--- config.mk ---
export PLATFORM = sky130hd
export DESIGN_NAME = commu_rx
export DESIGN_NICKNAME = d
export VERILOG_FILES = /design/src/rtl/commu_pkg.sv /design/src/rtl/commu_uart_rx.sv /design/src/rtl/commu_rx.sv
export SDC_FILE = /design/constraint.sdc
export NUM_CORES = 1
export LEC_CHECK = 0
export ABC_AREA = 1
export CORE_ASPECT_RATIO = 0.8
export CORE_MARGIN = 4
export CORE_UTILIZATION = 25
export DETAILED_ROUTE_END_ITERATION = 10
export GPL_TIMING_DRIVEN = 1
export SYNTH_ARGS = -nofsm -noshare
export SYNTH_HDL_FRONTEND = slang
export SYNTH_HIERARCHICAL = 1
export SYNTH_SLANG_ARGS = --single-unit
export TNS_END_PERCENT = 50
--- constraint.sdc ---
create_clock -name clk_sys -period 2.1 [get_ports clk_sys]
set_input_delay 0.42 -clock clk_sys [delete_from_list [all_inputs] [get_ports clk_sys]]
set_output_delay 0.42 -clock clk_sys [all_outputs]
set_load 0.03 [all_outputs]
--- src/rtl/commu_pkg.sv ---
// Shared definitions for the commu serial link: frame header bytes and receiver state encodings.
// Used by both the receive deframer and the transmit side so header bytes stay consistent.
package commu_pkg;

    localparam logic [7:0] HDR0 = 8'hEB;
    localparam logic [7:0] HDR1 = 8'h90;

    typedef enum logic [2:0] {
        HUNT,
        H2,
        ID,
        LENH,
        LENL,
        DATA,
        SUM
    } frm_state_t;

    typedef enum logic [1:0] {
        U_IDLE,
        U_START,
        U_BITS,
        U_STOP
    } uart_state_t;

    function automatic logic [7:0] sum_add(input logic [7:0] acc, input logic [7:0] b);
        return acc + b;
    endfunction

endpackage

--- src/rtl/commu_uart_rx.sv ---
// 8N1 UART receiver, 16x oversampled: 2-FF synchroniser, free-running 1/16-bit tick and
// mid-bit sampler producing rx_byte/byte_vld, or err_stop when the stop bit reads low.
module commu_uart_rx
    import commu_pkg::*;
#(
    parameter int BAUD_DIV = 27
) (
    input  logic       clk_sys,
    input  logic       rst,
    input  logic       rx_a,
    output logic [7:0] rx_byte,
    output logic       byte_vld,
    output logic       err_stop
);

    localparam int TW = (BAUD_DIV > 1) ? $clog2(BAUD_DIV) : 1;
    localparam logic [TW-1:0] TICK_MAX = TW'(BAUD_DIV - 1);

    logic          rx_s1, rx_s2, rx_d;
    logic [TW-1:0] tick_cnt;
    logic          tick;
    logic          fall;

    uart_state_t   ust, ust_nx;
    logic [3:0]    sub_cnt, sub_nx;
    logic [2:0]    bit_idx, bit_nx;
    logic [7:0]    shreg, sh_nx;
    logic          vld_nx, serr_nx;

    always_ff @(posedge clk_sys or posedge rst) begin
        if (rst) begin
            rx_s1    <= 1'b1;
            rx_s2    <= 1'b1;
            rx_d     <= 1'b1;
            tick_cnt <= '0;
        end else begin
            rx_s1    <= rx_a;
            rx_s2    <= rx_s1;
            rx_d     <= rx_s2;
            tick_cnt <= (tick_cnt == TICK_MAX) ? '0 : tick_cnt + TW'(1);
        end
    end

    assign tick = (tick_cnt == TICK_MAX);
    assign fall = rx_d & ~rx_s2;

    always_ff @(posedge clk_sys or posedge rst) begin
        if (rst) begin
            ust      <= U_IDLE;
            sub_cnt  <= '0;
            bit_idx  <= '0;
            byte_vld <= 1'b0;
            err_stop <= 1'b0;
        end else begin
            ust      <= ust_nx;
            sub_cnt  <= sub_nx;
            bit_idx  <= bit_nx;
            byte_vld <= vld_nx;
            err_stop <= serr_nx;
        end
    end

    always_ff @(posedge clk_sys) begin
        shreg <= sh_nx;
    end

    // Start bit is confirmed at its 8th tick (mid-bit); every later sample is 16 ticks apart.
    always_comb begin
        ust_nx  = ust;
        sub_nx  = sub_cnt;
        bit_nx  = bit_idx;
        sh_nx   = shreg;
        vld_nx  = 1'b0;
        serr_nx = 1'b0;
        case (ust)
            U_IDLE: begin
                if (fall) begin
                    ust_nx = U_START;
                    sub_nx = '0;
                end
            end
            U_START: begin
                if (tick) begin
                    if (sub_cnt == 4'd7) begin
                        sub_nx = '0;
                        bit_nx = '0;
                        ust_nx = rx_s2 ? U_IDLE : U_BITS;
                    end else begin
                        sub_nx = sub_cnt + 4'd1;
                    end
                end
            end
            U_BITS: begin
                if (tick) begin
                    if (sub_cnt == 4'd15) begin
                        sub_nx = '0;
                        sh_nx  = {rx_s2, shreg[7:1]};
                        if (bit_idx == 3'd7) begin
                            ust_nx = U_STOP;
                        end else begin
                            bit_nx = bit_idx + 3'd1;
                        end
                    end else begin
                        sub_nx = sub_cnt + 4'd1;
                    end
                end
            end
            U_STOP: begin
                if (tick) begin
                    if (sub_cnt == 4'd15) begin
                        sub_nx  = '0;
                        vld_nx  = rx_s2;
                        serr_nx = ~rx_s2;
                        ust_nx  = U_IDLE;
                    end else begin
                        sub_nx = sub_cnt + 4'd1;
                    end
                end
            end
            default: ust_nx = U_IDLE;
        endcase
    end

    assign rx_byte = shreg;

endmodule

--- src/rtl/commu_rx.sv ---
// commu link receiver: UART byte recovery plus packet deframer (EB 90 | ID | LEN | payload | SUM).
// Optional inter-byte timeout is built when COMMU_RX_TMO_EN is defined.
module commu_rx
    import commu_pkg::*;
#(
    parameter int          BAUD_DIV = 27,
    parameter logic [15:0] MAX_LEN  = 16'd2048,
    parameter logic [23:0] TMO_CYC  = 24'd500000
) (
    input  logic       clk_sys,
    input  logic       rst,
    input  logic       rx_a,
    input  logic [7:0] dev_id,
    output logic [7:0] pk_data,
    output logic       pk_vld,
    output logic       pk_frm,
    output logic       pk_ok,
    output logic       pk_err,
    output logic       err_stop
);

    logic [7:0]  u_byte;
    logic        u_vld;
    logic        u_err_stop;

    frm_state_t  state, state_nx;
    logic [7:0]  sum_acc, sum_nx;
    logic [15:0] byte_cnt, cnt_nx;
    logic [7:0]  len_h, len_h_nx;
    logic [15:0] len_w;
    logic [7:0]  data_p0;
    logic        vld_p0, frm_p0, ok_p0, err_p0;
    logic        tmo_hit;

    commu_uart_rx #(
        .BAUD_DIV(BAUD_DIV)
    ) u_uart (
        .clk_sys (clk_sys),
        .rst     (rst),
        .rx_a    (rx_a),
        .rx_byte (u_byte),
        .byte_vld(u_vld),
        .err_stop(u_err_stop)
    );

`ifdef COMMU_RX_TMO_EN
    logic [23:0] tmo_cnt;

    // Counter holds cycles since the last byte; it only runs while a frame is in progress.
    always_ff @(posedge clk_sys or posedge rst) begin
        if (rst) begin
            tmo_cnt <= '0;
        end else if (u_vld) begin
            tmo_cnt <= 24'd1;
        end else if (state == HUNT) begin
            tmo_cnt <= '0;
        end else if (!tmo_hit) begin
            tmo_cnt <= tmo_cnt + 24'd1;
        end
    end

    assign tmo_hit = (state != HUNT) && (tmo_cnt == TMO_CYC - 24'd1);
`else
    logic unused_tmo;
    assign unused_tmo = ^TMO_CYC;
    assign tmo_hit    = 1'b0;
`endif

    assign len_w = {len_h, u_byte};

    always_ff @(posedge clk_sys or posedge rst) begin
        if (rst) begin
            state    <= HUNT;
            sum_acc  <= '0;
            byte_cnt <= '0;
            len_h    <= '0;
        end else begin
            state    <= state_nx;
            sum_acc  <= sum_nx;
            byte_cnt <= cnt_nx;
            len_h    <= len_h_nx;
        end
    end

    // Deframer: stop-bit errors take priority over bytes, which take priority over timeout.
    always_comb begin
        state_nx = state;
        sum_nx   = sum_acc;
        cnt_nx   = byte_cnt;
        len_h_nx = len_h;
        data_p0  = pk_data;
        vld_p0   = 1'b0;
        frm_p0   = pk_frm;
        ok_p0    = 1'b0;
        err_p0   = 1'b0;
        if (u_err_stop) begin
            if (state != HUNT) begin
                err_p0   = 1'b1;
                frm_p0   = 1'b0;
                state_nx = HUNT;
            end
        end else if (u_vld) begin
            case (state)
                HUNT: begin
                    if (u_byte == HDR0) state_nx = H2;
                end
                H2: begin
                    if (u_byte == HDR1)      state_nx = ID;
                    else if (u_byte != HDR0) state_nx = HUNT;
                end
                ID: begin
                    if (u_byte == dev_id) begin
                        sum_nx   = u_byte;
                        state_nx = LENH;
                    end else begin
                        state_nx = HUNT;
                    end
                end
                LENH: begin
                    len_h_nx = u_byte;
                    sum_nx   = sum_add(sum_acc, u_byte);
                    state_nx = LENL;
                end
                LENL: begin
                    sum_nx = sum_add(sum_acc, u_byte);
                    cnt_nx = len_w;
                    if (len_w == 16'd0) begin
                        state_nx = SUM;
                    end else if (len_w > MAX_LEN) begin
                        err_p0   = 1'b1;
                        state_nx = HUNT;
                    end else begin
                        state_nx = DATA;
                    end
                end
                DATA: begin
                    data_p0 = u_byte;
                    vld_p0  = 1'b1;
                    frm_p0  = 1'b1;
                    sum_nx  = sum_add(sum_acc, u_byte);
                    cnt_nx  = byte_cnt - 16'd1;
                    if (byte_cnt == 16'd1) state_nx = SUM;
                end
                SUM: begin
                    ok_p0    = (u_byte == sum_acc);
                    err_p0   = (u_byte != sum_acc);
                    frm_p0   = 1'b0;
                    state_nx = HUNT;
                end
                default: state_nx = HUNT;
            endcase
        end else if (tmo_hit) begin
            err_p0   = 1'b1;
            frm_p0   = 1'b0;
            state_nx = HUNT;
        end
    end

    // Output stage: one clock after the UART byte strobe.
    always_ff @(posedge clk_sys or posedge rst) begin
        if (rst) begin
            pk_data  <= '0;
            pk_vld   <= 1'b0;
            pk_frm   <= 1'b0;
            pk_ok    <= 1'b0;
            pk_err   <= 1'b0;
            err_stop <= 1'b0;
        end else begin
            pk_data  <= data_p0;
            pk_vld   <= vld_p0;
            pk_frm   <= frm_p0;
            pk_ok    <= ok_p0;
            pk_err   <= err_p0;
            err_stop <= u_err_stop;
        end
    end

endmodule

==> flow_metrics.py, run 1 <==
metrics = {
    "route": {
        "firstDrtPassIters": 5,
        "first_iter_violations": 287,
        "detail-route-antenna-nets": 0,
        "wl_mm": 10.49,
        "avgViaCountPerCell": 4.453,
        "drc": 0,
        "wl_met1_mm": 5.232,
        "wl_met3_um": 516,
        "wire_per_inst_um": 12.71,
        "topRoutingLayerUsed": "met4",
        "met2_length_mm": 4.605,
        "vias": 3674,
    },
    "pwr": {
        "peakVddDrop_v": 0.0004263,
        "leakage_nw": 2.554,
        "powerDensity_nw_per_um2": 626.9,
    },
    "synth": {
        "synth-simple-area-share_pct": 32.78,
        "synth_xor_area_share_pct": 1.616,
        "synth_compound_area_share_pct": 9.610,
        "synthCells": 564,
        "ys_warn_count": 6,
        "synth_nets": 590,
        "yosysSeqAreaShare_pct": 44.30,
        "synthMuxAreaShare_pct": 0,
        "synthDistinctLibCells": 41,
        "syn_area_per_cell_um2": 7.687,
        "syn_area_um2": 4335,
        "synth_top_family_by_area": "simple AND/OR/NAND/NOR gates",
        "ys_ff_latch": 75,
        "synthAdderAreaFrac_pct": 4.502,
    },
    "timing": {
        "timing_worst_slew_pin_value_ns": 0.5360,
        "relSlewSlack_pct": 64.23,
        "max_freq_mhz": 537.8,
        "period_minus_slack_ns": 1.860,
        "slew_viol_final": 0,
        "setup_viol": 0,
        "fin_skew_ns": 0.01101,
        "fin_tns_setup_ns": 0,
        "hold_viol": 0,
        "rsz0062_at_grt": "false",
        "layout_worst_path_cycle_share_pct": 88.55,
    },
    "global_routing": {
        "antenna_found_initial": 0,
        "grt_max_degree": 49,
        "grt_use_total_pct": 11.34,
        "grt-ovfl-total": 0,
        "grt_pass1_vias": 3484,
        "grt_pass1_wl_mm": 17.87,
    },
    "floorplanning": {
        "dieArea_um2": 19530,
        "pin_count": 24,
        "core_um2": 16760,
        "die_x_um": 155.2,
        "initial_core_util_pct": 25.86,
        "die_y_um": 125.8,
        "rows": 42,
    },
    "layout": {
        "fin_nets": 626,
        "insertedDiodeCount": 0,
        "final_cell_count_no_fill": 825,
        "synthToLayoutAreaGrowth_pct": 19.48,
        "layout_common_cells": "nand2_1 (161), dfrtp_1 (64), nor2_1 (53)",
        "final_common_cell": "nand2_1",
        "drive_gt1_share_pct": 13.72,
        "fillers": 1757,
    },
    "cts": {
        "hold_buffers": 0,
        "clkTransAtPathRegs_ns": 0.06,
        "cts_buffer_depth": 2,
        "clkSinkCount": 75,
        "clock_latency_ns": 0.34,
        "h-tree-depth": 3,
        "numCtsBuffers": 9,
        "cts-root-buf": "clkbuf_16",
        "tritoncts": "yes",
    },
    "placement": {
        "place.gp.congestion": 0.8454,
        "portBuffers": 23,
        "dpl.cell_count": 809,
        "hpwl_mm": 7.847,
    },
    "setup_path": {
        "start_kind": "register",
        "timing.rr.start": "u_uart/rx_byte[4]",
        "crit_end": "sum_acc[7]",
        "cp.arrival_ns": 2.09,
        "max_stage_delay_ns": 0.49,
        "crit_type": "register to register",
        "r2r-end": "sum_acc[7]",
        "crit_required_ns": 2.33,
        "reg2reg_slack_ns": 0.24,
        "cpMaxStageDelayCell": "edfxtp_1",
        "end_kind": "register",
        "r2r_cells": 9,
        "crit_top_cell": "nand2_1",
        "crit_fanout": 7,
        "cp-startpoint": "u_uart/rx_byte[4]",
        "path_cells": "ha_1, a21oi_1, nor2_1, nor2_1, nand3_1, nand3_1, nand2_1, nand2_1, nand2_1",
    },
    "hold_path": {
        "min_from": "u_uart/rx_s1",
        "hold_depth": 0,
        "worstHoldPathType": "register to register",
    },
    "run_status": {
        "outcome": "finished, final reports clean",
    },
    "flow_run": {
        "max_cap_violations": 0,
    },
}
cells by family (layout without fill, tap and decap cells):
family                   count (synthesis)  in the layout
AO/OA/AOI/OAI                           76             76
XOR/XNOR                                 8              8
adder cells (fa/ha/maj)                 15             15
buffers and inverters                   78            119
flip-flops                              75             75
AND/OR/NAND/NOR                        312            312
worst max-delay path, delay by kind of cell, from the launching register on:
kind                     cells  cell delay (ns)
AND/OR/NAND/NOR              7             0.56
flip-flops                   1             0.49
adder cells (fa/ha/maj)      1             0.43
AO/OA/AOI/OAI                1             0.29
final cells by class:
cell class | count | area (um^2) | share of cell area, %
multi-input cells | 411 | 2103 | 40.60
flip-flops and latches | 75 | 1921 | 37.08
repair buffers | 37 | 347.8 | 6.715
well taps | 220 | 275.3 | 5.314
inverters | 66 | 251.5 | 4.855
clock buffers | 9 | 225.2 | 4.348
clock inverters | 7 | 56.30 | 1.087
where the power goes:
part | total, mW | internal [mW] | switching (mW)
clock network | 1.46 | 0.817 | 0.647
logic | 0.261 | 0.0847 | 0.176
registers | 1.52 | 1.49 | 0.0350
flip-flops by register name (all words and copies together) (netlist names), named ones only:
register	flops
u_uart/rx_byte	8
u_uart/tick_cnt	5
u_uart/bit_idx	3
pk_vld	1
pk_ok	1
u_uart/ust	1
byte_cnt	16
len_h	8
err_stop	1
pk_data	8
state	3
u_uart/rx_s1	1
pk_err	1
sum_acc	8
pk_frm	1
u_uart/rx_s2	1
u_uart/err_stop	1
u_uart/rx_d	1
u_uart/sub_cnt	4
u_uart/byte_vld	1
repair_timing:
action | in CTS | in global routing
setup buffers | 0 | 0
endpoints found under the setup margin | 0 | 2
resized for setup | 0 | 1
routing by layer:
metal	GRT usage, %	up-vias
li1	-	1901
met1	16.24	1700
met2	16.94	61
met3	2.915	12
met4	3.242	0
met5	0	-
metrics by stage:
stage / setup slack, ns / area (um^2) / utilization, % / power, mW / hold slack, ns
2_1_floorplan: 0.3758 / 4335 / - / 1.739 / 0.3452
3_3_place_gp: 0.1142 / 4895 / 29.20 / 1.810 / 0.3458
3_5_place_dp: 0.04657 / 4895 / 29.20 / 1.814 / 0.3515
4_1_cts: 0.2199 / 5176 / 30.88 / 3.297 / 0.3611
5_1_grt: 0.02665 / 5180 / 30.90 / 3.396 / 0.3674
6_report: 0.2404 / 5180 / 30.90 / 3.247 / 0.3592
synth_stat cells, drive strengths merged:
| master | number | area, um^2 |
|---|---|---|
| o211ai | 1 | 7.510 |
| o211a | 1 | 10.01 |
| nor4 | 1 | 6.260 |
| nor3 | 12 | 81.33 |
| a21oi | 16 | 80.08 |
| nand4 | 9 | 56.30 |
| a22o | 1 | 8.760 |
| ha | 14 | 175.2 |
| edfxtp | 8 | 240.2 |
| o22ai | 5 | 31.28 |
| dfrtp | 64 | 1602 |
| clkinv | 1 | 3.750 |
| xor2 | 3 | 26.28 |
| nand3b | 6 | 48.80 |
| dfstp | 3 | 78.83 |
| or2 | 3 | 18.77 |
| o21bai | 1 | 7.510 |
| inv | 65 | 244.0 |
| fa | 1 | 20.02 |
| xnor2 | 5 | 43.79 |
| nand3 | 46 | 250.2 |
| a21o | 2 | 15.01 |
| buf | 10 | 56.30 |
| o21ai | 49 | 256.5 |
| and2 | 1 | 6.260 |
| nor2 | 61 | 264.0 |
| clkbuf | 2 | 7.510 |
| nand2 | 173 | 689.4 |
worst min path at each step:
| stage | slack [ns] | to |
|---|---|---|
| 2_1_floorplan | 0.35 | u_uart/rx_s2 |
| 3_3_place_gp | 0.35 | u_uart/rx_s2 |
| 3_5_place_dp | 0.35 | u_uart/rx_s2 |
| 4_1_cts | 0.36 | u_uart/rx_s2 |
| 5_1_grt | 0.37 | u_uart/rx_s2 |
| 6_report | 0.36 | u_uart/rx_s2 |
Power figures use the tool's default switching activity.
==> run 2: changes to the inputs <==
--- a/config.mk
+++ b/config.mk
@@ -9,6 +9,7 @@
 export CORE_ASPECT_RATIO = 0.8
 export CORE_MARGIN = 4
 export CORE_UTILIZATION = 25
+export CTS_CLUSTER_DIAMETER = 50
 export DETAILED_ROUTE_END_ITERATION = 10
 export GPL_TIMING_DRIVEN = 1
 export SYNTH_ARGS = -nofsm -noshare
==> results of run 2 <==
The final DEF is identical to that of run 1; final timing and power are the same.
